[src/rtl/retire_trace_pipe.sv]
// retire_trace_pipe
//   Shadow pipeline that carries per-instruction trace fields (pc, instr,
//   rs/rt/rd, format) from issue to write-back alongside the core pipeline.
//   On retirement, the last stage becomes a trace record tagged with a
//   sequence number and is pushed into a show-ahead FIFO. A checker drains
//   the FIFO through a valid/ready handshake.
//
//   Optional feature macro: RETIRE_TRACE_TIMESTAMP_EN
//     defined   -> free-running 32-bit cycle counter; each record stores the
//                  counter value at its retire edge, presented on out_cycle
//     undefined -> no counter and no out_cycle port
//
// Ports
//   clk, reset                 clock (rising edge), async active-low reset
//   in_valid, in_pc, in_instr  fetch-side instruction presented this cycle
//   in_rs, in_rt, in_rd        decoded register indices
//   in_fmt                     0=R 1=I 2=J 3=illegal
//   stall, flush               hold all stages / kill the FLUSH_DEPTH youngest
//   retire                     core retired the write-back instruction
//   out_valid, out_ready       FIFO head handshake
//   out_pc .. out_seq          head record (zero while the FIFO is empty)
//   fifo_count                 registered occupancy
//   err_overflow/orphan/fmt    sticky error flags, cleared only by reset
module retire_trace_pipe #(
  parameter int STAGES      = 4,
  parameter int DATA_W      = 32,
  parameter int FLUSH_DEPTH = 2,
  parameter int FIFO_DEPTH  = 8,
  parameter int SEQ_W       = 16
) (
  input  logic                          clk,
  input  logic                          reset,
  input  logic                          in_valid,
  input  logic [DATA_W-1:0]             in_pc,
  input  logic [DATA_W-1:0]             in_instr,
  input  logic [4:0]                    in_rs,
  input  logic [4:0]                    in_rt,
  input  logic [4:0]                    in_rd,
  input  logic [1:0]                    in_fmt,
  input  logic                          stall,
  input  logic                          flush,
  input  logic                          retire,
  output logic                          out_valid,
  input  logic                          out_ready,
  output logic [DATA_W-1:0]             out_pc,
  output logic [DATA_W-1:0]             out_instr,
  output logic [4:0]                    out_rs,
  output logic [4:0]                    out_rt,
  output logic [4:0]                    out_rd,
  output logic [1:0]                    out_fmt,
  output logic [SEQ_W-1:0]              out_seq,
  output logic [$clog2(FIFO_DEPTH):0]   fifo_count,
  output logic                          err_overflow,
  output logic                          err_orphan,
  output logic                          err_fmt
`ifdef RETIRE_TRACE_TIMESTAMP_EN
  ,
  output logic [31:0]                   out_cycle
`endif
);

  localparam int AW   = $clog2(FIFO_DEPTH);
  localparam int CW   = AW + 1;
  localparam int LAST = STAGES - 1;

  // Shadow stages
  logic [STAGES-1:0] st_valid_r;
  logic [DATA_W-1:0] st_pc_r    [STAGES];
  logic [DATA_W-1:0] st_instr_r [STAGES];
  logic [4:0]        st_rs_r    [STAGES];
  logic [4:0]        st_rt_r    [STAGES];
  logic [4:0]        st_rd_r    [STAGES];
  logic [1:0]        st_fmt_r   [STAGES];

  // Record FIFO storage and control
  logic [DATA_W-1:0] mem_pc_r    [FIFO_DEPTH];
  logic [DATA_W-1:0] mem_instr_r [FIFO_DEPTH];
  logic [4:0]        mem_rs_r    [FIFO_DEPTH];
  logic [4:0]        mem_rt_r    [FIFO_DEPTH];
  logic [4:0]        mem_rd_r    [FIFO_DEPTH];
  logic [1:0]        mem_fmt_r   [FIFO_DEPTH];
  logic [SEQ_W-1:0]  mem_seq_r   [FIFO_DEPTH];
  logic [AW-1:0]     wr_ptr_r;
  logic [AW-1:0]     rd_ptr_r;
  logic [CW-1:0]     count_r;
  logic [SEQ_W-1:0]  seq_r;
  logic              err_overflow_r;
  logic              err_orphan_r;
  logic              err_fmt_r;

`ifdef RETIRE_TRACE_TIMESTAMP_EN
  logic [31:0]       cycle_r;
  logic [31:0]       mem_cyc_r [FIFO_DEPTH];
`endif

  logic do_retire_s;
  logic orphan_s;
  logic empty_s;
  logic full_s;
  logic pop_s;
  logic push_s;
  logic drop_s;

  // Retire qualification and FIFO push/pop decisions
  always_comb begin
    do_retire_s = retire & st_valid_r[LAST];
    orphan_s    = retire & ~st_valid_r[LAST];
    empty_s     = (count_r == CW'(0));
    full_s      = (count_r == CW'(FIFO_DEPTH));
    pop_s       = ~empty_s & out_ready;
    // A full FIFO still accepts a push when the head leaves on the same edge.
    push_s      = do_retire_s & (~full_s | pop_s);
    drop_s      = do_retire_s & full_s & ~pop_s;
  end

  // Shadow stage shift / hold with flush kill and retire-under-stall clear
  always_ff @(posedge clk or negedge reset) begin
    if (!reset) begin
      st_valid_r <= '0;
      for (int k = 0; k < STAGES; k++) begin
        st_pc_r[k]    <= '0;
        st_instr_r[k] <= '0;
        st_rs_r[k]    <= 5'd0;
        st_rt_r[k]    <= 5'd0;
        st_rd_r[k]    <= 5'd0;
        st_fmt_r[k]   <= 2'd0;
      end
    end else if (!stall) begin
      // Flush kills the freshly captured stage 0, so it wins over in_valid.
      st_valid_r[0] <= in_valid & ~flush;
      st_pc_r[0]    <= in_pc;
      st_instr_r[0] <= in_instr;
      st_rs_r[0]    <= in_rs;
      st_rt_r[0]    <= in_rt;
      st_rd_r[0]    <= in_rd;
      st_fmt_r[0]   <= in_fmt;
      for (int k = 1; k < STAGES; k++) begin
        st_valid_r[k] <= st_valid_r[k-1] & !(flush && (k < FLUSH_DEPTH));
        st_pc_r[k]    <= st_pc_r[k-1];
        st_instr_r[k] <= st_instr_r[k-1];
        st_rs_r[k]    <= st_rs_r[k-1];
        st_rt_r[k]    <= st_rt_r[k-1];
        st_rd_r[k]    <= st_rd_r[k-1];
        st_fmt_r[k]   <= st_fmt_r[k-1];
      end
    end else begin
      // Held contents: only valid bits may change. Clearing the last stage on
      // retire keeps one entry from retiring twice across a long stall.
      for (int k = 0; k < STAGES; k++) begin
        if (flush && (k < FLUSH_DEPTH)) begin
          st_valid_r[k] <= 1'b0;
        end else if ((k == LAST) && do_retire_s) begin
          st_valid_r[k] <= 1'b0;
        end else begin
          st_valid_r[k] <= st_valid_r[k];
        end
      end
    end
  end

  // Record storage write on push
  always_ff @(posedge clk or negedge reset) begin
    if (!reset) begin
      for (int i = 0; i < FIFO_DEPTH; i++) begin
        mem_pc_r[i]    <= '0;
        mem_instr_r[i] <= '0;
        mem_rs_r[i]    <= 5'd0;
        mem_rt_r[i]    <= 5'd0;
        mem_rd_r[i]    <= 5'd0;
        mem_fmt_r[i]   <= 2'd0;
        mem_seq_r[i]   <= '0;
`ifdef RETIRE_TRACE_TIMESTAMP_EN
        mem_cyc_r[i]   <= 32'd0;
`endif
      end
    end else if (push_s) begin
      mem_pc_r[wr_ptr_r]    <= st_pc_r[LAST];
      mem_instr_r[wr_ptr_r] <= st_instr_r[LAST];
      mem_rs_r[wr_ptr_r]    <= st_rs_r[LAST];
      mem_rt_r[wr_ptr_r]    <= st_rt_r[LAST];
      mem_rd_r[wr_ptr_r]    <= st_rd_r[LAST];
      mem_fmt_r[wr_ptr_r]   <= st_fmt_r[LAST];
      mem_seq_r[wr_ptr_r]   <= seq_r;
`ifdef RETIRE_TRACE_TIMESTAMP_EN
      mem_cyc_r[wr_ptr_r]   <= cycle_r;
`endif
    end
  end

  // FIFO pointers and occupancy; pointers wrap naturally at power-of-two depth
  always_ff @(posedge clk or negedge reset) begin
    if (!reset) begin
      wr_ptr_r <= '0;
      rd_ptr_r <= '0;
      count_r  <= '0;
    end else begin
      if (push_s) wr_ptr_r <= wr_ptr_r + AW'(1);
      if (pop_s)  rd_ptr_r <= rd_ptr_r + AW'(1);
      case ({push_s, pop_s})
        2'b10:   count_r <= count_r + CW'(1);
        2'b01:   count_r <= count_r - CW'(1);
        default: count_r <= count_r;
      endcase
    end
  end

  // Sequence number and sticky error flags
  always_ff @(posedge clk or negedge reset) begin
    if (!reset) begin
      seq_r          <= '0;
      err_overflow_r <= 1'b0;
      err_orphan_r   <= 1'b0;
      err_fmt_r      <= 1'b0;
    end else begin
      // Dropped records still consume a number so the consumer sees the gap.
      if (do_retire_s) seq_r <= seq_r + SEQ_W'(1);
      if (drop_s)      err_overflow_r <= 1'b1;
      if (orphan_s)    err_orphan_r   <= 1'b1;
      if (do_retire_s && (st_fmt_r[LAST] == 2'd3)) err_fmt_r <= 1'b1;
    end
  end

`ifdef RETIRE_TRACE_TIMESTAMP_EN
  // Free-running cycle counter used to timestamp records
  always_ff @(posedge clk or negedge reset) begin
    if (!reset) begin
      cycle_r <= 32'd0;
    end else begin
      cycle_r <= cycle_r + 32'd1;
    end
  end
`endif

  // Show-ahead head presentation, forced to zero while empty
  always_comb begin
    out_valid = 1'b0;
    out_pc    = '0;
    out_instr = '0;
    out_rs    = 5'd0;
    out_rt    = 5'd0;
    out_rd    = 5'd0;
    out_fmt   = 2'd0;
    out_seq   = '0;
`ifdef RETIRE_TRACE_TIMESTAMP_EN
    out_cycle = 32'd0;
`endif
    if (!empty_s) begin
      out_valid = 1'b1;
      out_pc    = mem_pc_r[rd_ptr_r];
      out_instr = mem_instr_r[rd_ptr_r];
      out_rs    = mem_rs_r[rd_ptr_r];
      out_rt    = mem_rt_r[rd_ptr_r];
      out_rd    = mem_rd_r[rd_ptr_r];
      out_fmt   = mem_fmt_r[rd_ptr_r];
      out_seq   = mem_seq_r[rd_ptr_r];
`ifdef RETIRE_TRACE_TIMESTAMP_EN
      out_cycle = mem_cyc_r[rd_ptr_r];
`endif
    end else begin
      out_valid = 1'b0;
    end
  end

  assign fifo_count   = count_r;
  assign err_overflow = err_overflow_r;
  assign err_orphan   = err_orphan_r;
  assign err_fmt      = err_fmt_r;

endmodule
[config.mk]
export PLATFORM = sky130hd
export DESIGN_NAME = retire_trace_pipe
export DESIGN_NICKNAME = d
export VERILOG_FILES = /design/src/rtl/retire_trace_pipe.sv
export SDC_FILE = /design/constraint.sdc
export NUM_CORES = 2
export LEC_CHECK = 0
export CAP_MARGIN = 20
export CORE_ASPECT_RATIO = 0.6
export CORE_MARGIN = 4
export CORE_UTILIZATION = 25
export DETAILED_ROUTE_END_ITERATION = 16
export DONT_BUFFER_PORTS = 1
export PLACE_DENSITY_LB_ADDON = 0.1
export SLEW_MARGIN = 20
export SYNTH_ARGS = -nofsm -noshare
export SYNTH_HDL_FRONTEND = slang
export SYNTH_SLANG_ARGS = --single-unit
[constraint.sdc]
create_clock -name clk -period 3.1 [get_ports clk]
set_input_delay 0.31 -clock clk [delete_from_list [all_inputs] [get_ports clk]]
set_output_delay 0.31 -clock clk [all_outputs]
set_load 0.03 [all_outputs]
Word level (Yosys, flattened, before mapping) --
Cells that the tools add are included.
Word-level totals: register bits after elaboration 1133, input port bits 88, word-level logic and storage cells 173
Operators by class: add/sub/neg operators 5, $lt $le $gt $ge 3, equal/unequal tests 6, muxes and demuxes 48, bitwise logic cells 16, reduce and logical (&&, ||, !) cells 5
Operators with widths (number):
- $bwmux W256 | 2
- $mux W32 | 7
- $bmux W32 S3 | 2
- $bwmux W128 | 1
- $bwmux W40 | 3
- $demux W32 S3 | 1
- $mux W16 | 4
- $mux W5 | 10
- $bmux W16 S3 | 1
- $demux W16 S3 | 1
- $bmux W5 S3 | 3
- $add A16 B1 Y16 const B | 1
- $bwmux W16 | 1
- $demux W5 S3 | 1
- $and A1 B1 Y1 | 8
- $ge A4 B4 Y1 const B | 2
- $mux W2 | 4
- $not A3 Y4 | 2
- $pmux W4 S2 | 1
- $add A3 B1 Y3 const B | 2
- $bmux W2 S3 | 1
- $demux W2 S3 | 1
- $not A1 Y1 | 5
- $add A4 B1 Y4 const B | 1
- 13 further kinds | 18

Logic depth before layout (Yosys ltp) --
depth in word-level cells 7, depth in mapped cells 12, mapped depth without buffers 10

Least setup slack after synthesis --
OpenSTA, ideal clock, no wires.
path type reg-to-reg, start point reg count_r[1], in the netlist fifo_count[1], end point reg count_r[2], in the netlist fifo_count[2], library setup time 0.141 ns, arrival time 2.742 ns, path slack 0.217 ns, cell stages (with the launch flop) 13, period minus slack after synthesis 2.883 ns, path through dfrtp_1 > buf_2 > nor4_2 > inv_2 > and2_1 > clkbuf_1 > ha_1 > xor2_1 > ha_1 > a21oi_1 > xor2_1 > nor2_1 > xor2_1
Between the ends: cells in the longest elaborated chain, start to end 7
RTL lines:
- start: declaration | line 85 | logic [CW-1:0] count_r;
- start signal: assignment | line 200 | 2'b10: count_r <= count_r + CW'(1);
- start signal: assignment | line 201 | 2'b01: count_r <= count_r - CW'(1);
- start signal: assignment | line 202 | default: count_r <= count_r;
- $logic_not A4 Y1 (*) | line 108 | empty_s = (count_r == CW'(0));
- $not A1 Y1 (*) | line 110 | pop_s = ~empty_s & out_ready;
- $and A1 B1 Y1 (*) | line 110
- via pop_s | line 100 | logic pop_s;
- $or A1 B1 Y1 | line 112 | push_s = do_retire_s & (~full_s | pop_s);
- $and A1 B1 Y1 | line 112
- $eq A2 B1 Y1 / $eq A2 B2 Y1 (equally long branches) | line 199 | case ({push_s, pop_s})
- $pmux W4 S2 / $reduce_bool A2 Y1 (equally long branches)
Mark *: on every way through the listed nets, which the timed path passes. The rest lies on a longest branch. A chain may end at the register's enable or synchronous reset.

Final worst setup path --
start point reg rd_ptr_r[0], end point out out_instr[27]
Between the ends: cells in the longest elaborated chain, start to end 5
RTL lines:
- start: declaration | line 84 | logic [AW-1:0] rd_ptr_r;
- start signal: assignment | line 198 | if (pop_s) rd_ptr_r <= rd_ptr_r + AW'(1);
- $not A3 Y4 (implied by the code) | line 250 | out_instr = mem_instr_r[rd_ptr_r];
- $bmux W32 S3 | line 250
- $mux W32 (implied by the code) (2 in a row) | line 250
- $mux W32 | line 247 | if (!empty_s) begin
- end: declaration | line 46 | output logic [DATA_W-1:0] out_instr,
Every way passes these cells. The select of a mux whose other input is x is not followed.

==> run_results.csv <==
group,metric,value,unit
run_status,status,"finished clean",
route,vias_per_cell,4.424,
power_and_ir_drop,p_int,32.34,mW
floorplan,die_area,200400,sq um
clock_tree,htree_levels,3,
power_and_ir_drop,vdd_ir_drop_max,488.4,uV
cells_and_area,area_delta_synth_final,27.23,%
route,drc_errors,0,
sta,skew,29.58,ps
floorplan,start_util,25.26,%
power_and_ir_drop,powerDensity,752.8,nW/um^2
global_route,overflow,0,
sta,max_freq,322.8,MHz
global_route,grt_pass1_vias,30560,
sta,rsz0062_at_grt,"true",
yosys,synth_area,48280,sq um
yosys,syn_inst,2938,
global_route,antenna_found_initial,9,
global_route,grt_pass1_wl,207400,um
setup_path,cp_top_family,"buffers and inverters",
power_and_ir_drop,pwr-share-seq,40.6,%
job,maxCapViolCount,0,
route,drt_iter0_markers,1061,
floorplan,rows,124,
setup_path,critPathLaunchType,"register",
setup_path,crit_path_top_delay_cell,"mux4_2",
cells_and_area,final_nets,3493,
power_and_ir_drop,p_clk_share,32.2,%
yosys,synth_seq_area_share,58.73,%
clock_tree,clockBufferDepth,3,
yosys,yosys_warnings,0,
clock_tree,clock_sinks,1133,
route,vias,26910,
setup_path,crit_chain,"buf_12 -> buf_16 -> buf_8 -> buf_16 -> mux4_2 -> mux2i_4 -> nor2_1 -> buf_4",
sta,period_needed,3098,ps
yosys,ys_seq_elements,1133,
sta,worstMarginPinSlew,969.9,ps
placed_design,post-dp-hpwl,75680,um
cells_and_area,drive_gt1_share,50.59,%
route,wl_met2,61870,um
sta,final_max_slew_viol_count,0,
global_route,grt_max_degree,223,
setup_path,cp-end-kind,"output port",
setup_path,slowest_delay,550,ps
clock_tree,cts_made_buffers,119,
floorplan,coreArea,191100,sq um
setup_path,crit_buf_inv,5,
sta,finalSetupViolations,0,
clock_tree,clock_latency,740,ps
power_and_ir_drop,pwr-share-comb,27.1,%
placed_design,placed_cell_area,52700,sq um
floorplan,die_x,575.3,um
floorplan,die_h,348.4,um
power_and_ir_drop,swShare,30.04,%
clock_tree,clkSlewWorstSetupHoldPaths,60,ps
route,ant_nets,0,
yosys,avgSynthCellArea,16.43,sq um
placed_design,gp_congestion,0.6775,
yosys,synth.distinct_cells,39,
route,dr.pass1.iters,4,
route,dr_wl_met3,4223,um
setup_path,crit_fanout,6,
yosys,synth_nets,3032,
placed_design,io_buffers,0,
cells_and_area,final_area,61420,sq um
setup_path,crit_required,2790,ps
sta,relSlewSlack,35.34,%
sta,hold_slack,190.8,ps
route,routed_wl,137300,um
setup_path,cp.arrival,2790,ps
global_route,grt_usage,13.68,%
power_and_ir_drop,power_switching,13.89,mW
min_path,hold_path_class,"in -> async",
clock_tree,cts_tree,"built",
route,wl_met1,67880,um
route,drt-wirelength-per-cell,22.57,um
power_and_ir_drop,p_leak,28.01,nW
setup_path,crit_type,"reg -> out",
sta,final_hold_viol_count,0,
floorplan,ios,193,
clock_tree,root_buffer,"clkbuf_16",
setup_path,crit_top_cell,"buf_16",
sta,final.period_utilization,99.93,%
route,highest_layer,"met5",
## cell usage after synthesis
cell	instances	share of area, %
a21o_1	2	0.031
a21oi_1	3	0.031
a31o_2	1	0.018
a31oi_1	1	0.013
and2_1	3	0.039
and4_1	1	0.018
buf_1	18	0.14
buf_2	84	0.87
buf_4	13	0.20
buf_6	4	0.093
clkbuf_1	87	0.68
dfrtp_1	1133	59
ha_1	6	0.16
inv_1	7	0.054
inv_2	1	0.0078
mux2_1	60	1.4
mux2_2	1013	24
mux2_4	30	0.93
mux2i_1	99	2.1
mux4_2	194	9.1
nand2_1	17	0.13
nand2_2	1	0.013
nand3_1	7	0.073
nand4_1	5	0.065
nor2_1	105	0.82
nor2b_1	4	0.052
nor3_1	3	0.031
nor3_2	2	0.041
nor4_1	1	0.013
nor4_2	2	0.052
nor4_4	1	0.044
o21ai_0	1	0.010
o21bai_1	1	0.016
o22ai_1	1	0.013
o32ai_1	1	0.018
or3_1	1	0.013
or3b_1	1	0.018
xnor2_1	16	0.29
xor2_1	8	0.15
## path summary, 6_finish.rpt
kind                                           endpoint  slack, ps                      start  depth (start not counted)
setup / recovery                          out_instr[27]          2    rd_ptr_r[0]$_DFFE_PN0P_                          8
hold / removal                  st_pc_r[87]$_DFFE_PN0N_        190                      reset                          2
setup reg to reg              fifo_count[2]$_DFFE_PN0P_        570  fifo_count[2]$_DFFE_PN0P_                         11
hold reg to reg               mem_pc_r[187]$_DFFE_PN0P_        480  mem_pc_r[187]$_DFFE_PN0P_                          1
max in group asynchronous  mem_instr_r[105]$_DFFE_PN0P_       1670                      reset                          3
min in group clk              st_valid_r[1]$_DFFE_PN0P_        240                      flush                          2
## power by group through the flow
stage,clock network (mW),registers [mW],logic (mW)
finish,14.9,18.8,12.5
global route,16.2,19.1,13.5
floorplan,0,18.2,6.61
global placement,0,19.0,9.57
detailed placement,0,19.2,9.70
CTS,15.6,18.8,12.6
## kinds of logic after synthesis
| kind of cell | count (synthesis) | share of synthesized area, % |
|---|---|---|
| AOI/OAI and AO/OA | 11 | 0.1503 |
| xor gates and xnor gates | 24 | 0.4354 |
| adders and majority gates | 6 | 0.1555 |
| buffers and inverters | 214 | 2.045 |
| DFF | 1133 | 58.73 |
| muxes | 1396 | 37.06 |
| and+or+nand+nor | 154 | 1.420 |
## placed cells by master (no fill, tap or decap), types with 30 or more instances in the layout
cell type,instances
nor2_1,65
mux2_2,1013
buf_6,32
mux2i_1,52
dfrtp_1,1129
buf_12,63
nor2_2,31
buf_4,117
dlygate4sd3_1,306
mux2_4,30
clkbuf_16,123
mux4_2,194
mux2_1,60
## layout make-up
type / instances / area, sq um
fillers: 18660 / 129700
flip-flops and latches: 1133 / 28360
multi-input cells: 1591 / 19470
repair buffers: 546 / 6280
clock buffers: 172 / 3448
well taps: 2583 / 3232
clock inverters: 45 / 586.8
inverters: 8 / 30.03
diodes: 3 / 7.507
## repair_timing
action,in CTS,in global routing
setup endpoints to repair,96,90
hold buffers,307,0
hold endpoints to repair,430,0
setup buffers,31,13
pin swaps,6,9
gates cloned,14,3
gates resized for setup,156,30
## through the flow
stage / std cells / TNS, ps / utilization [%] / total power, mW / setup WS, ps
global route: 6079 / -6076 / 32.13 / 48.78 / -153.9
CTS: 6065 / -5452 / 32.01 / 47.00 / -123.4
global placement: 5498 / 0 / 27.57 / 28.56 / 513.0
floorplan: 2938 / 0 / - / 24.82 / 217.0
finish: 6081 / 0 / 32.13 / 46.24 / 2.324
detailed placement: 5498 / 0 / 27.57 / 28.85 / 518.8
## metal layers
metal,track usage [%],vias to the layer above
met4,3.507,4
met3,2.291,191
met1,19.99,14680
li1,-,11710
met2,21.06,329
met5,0,-
## flip-flops by register name, indices dropped and copies added, names as in the netlist, 3 cells and up
| register | count |
|---|---|
| st_rt_r | 20 |
| st_rd_r | 20 |
| rd_ptr_r | 3 |
| mem_rd_r | 40 |
| mem_fmt_r | 16 |
| mem_rt_r | 40 |
| st_rs_r | 20 |
| st_instr_r | 128 |
| mem_instr_r | 256 |
| st_pc_r | 128 |
| mem_rs_r | 40 |
| wr_ptr_r | 3 |
| st_fmt_r | 8 |
| st_valid_r | 4 |
| mem_pc_r | 256 |
| seq_r | 16 |
| fifo_count | 4 |
| mem_seq_r | 128 |
No activity file was read; power rests on OpenSTA's default activity.
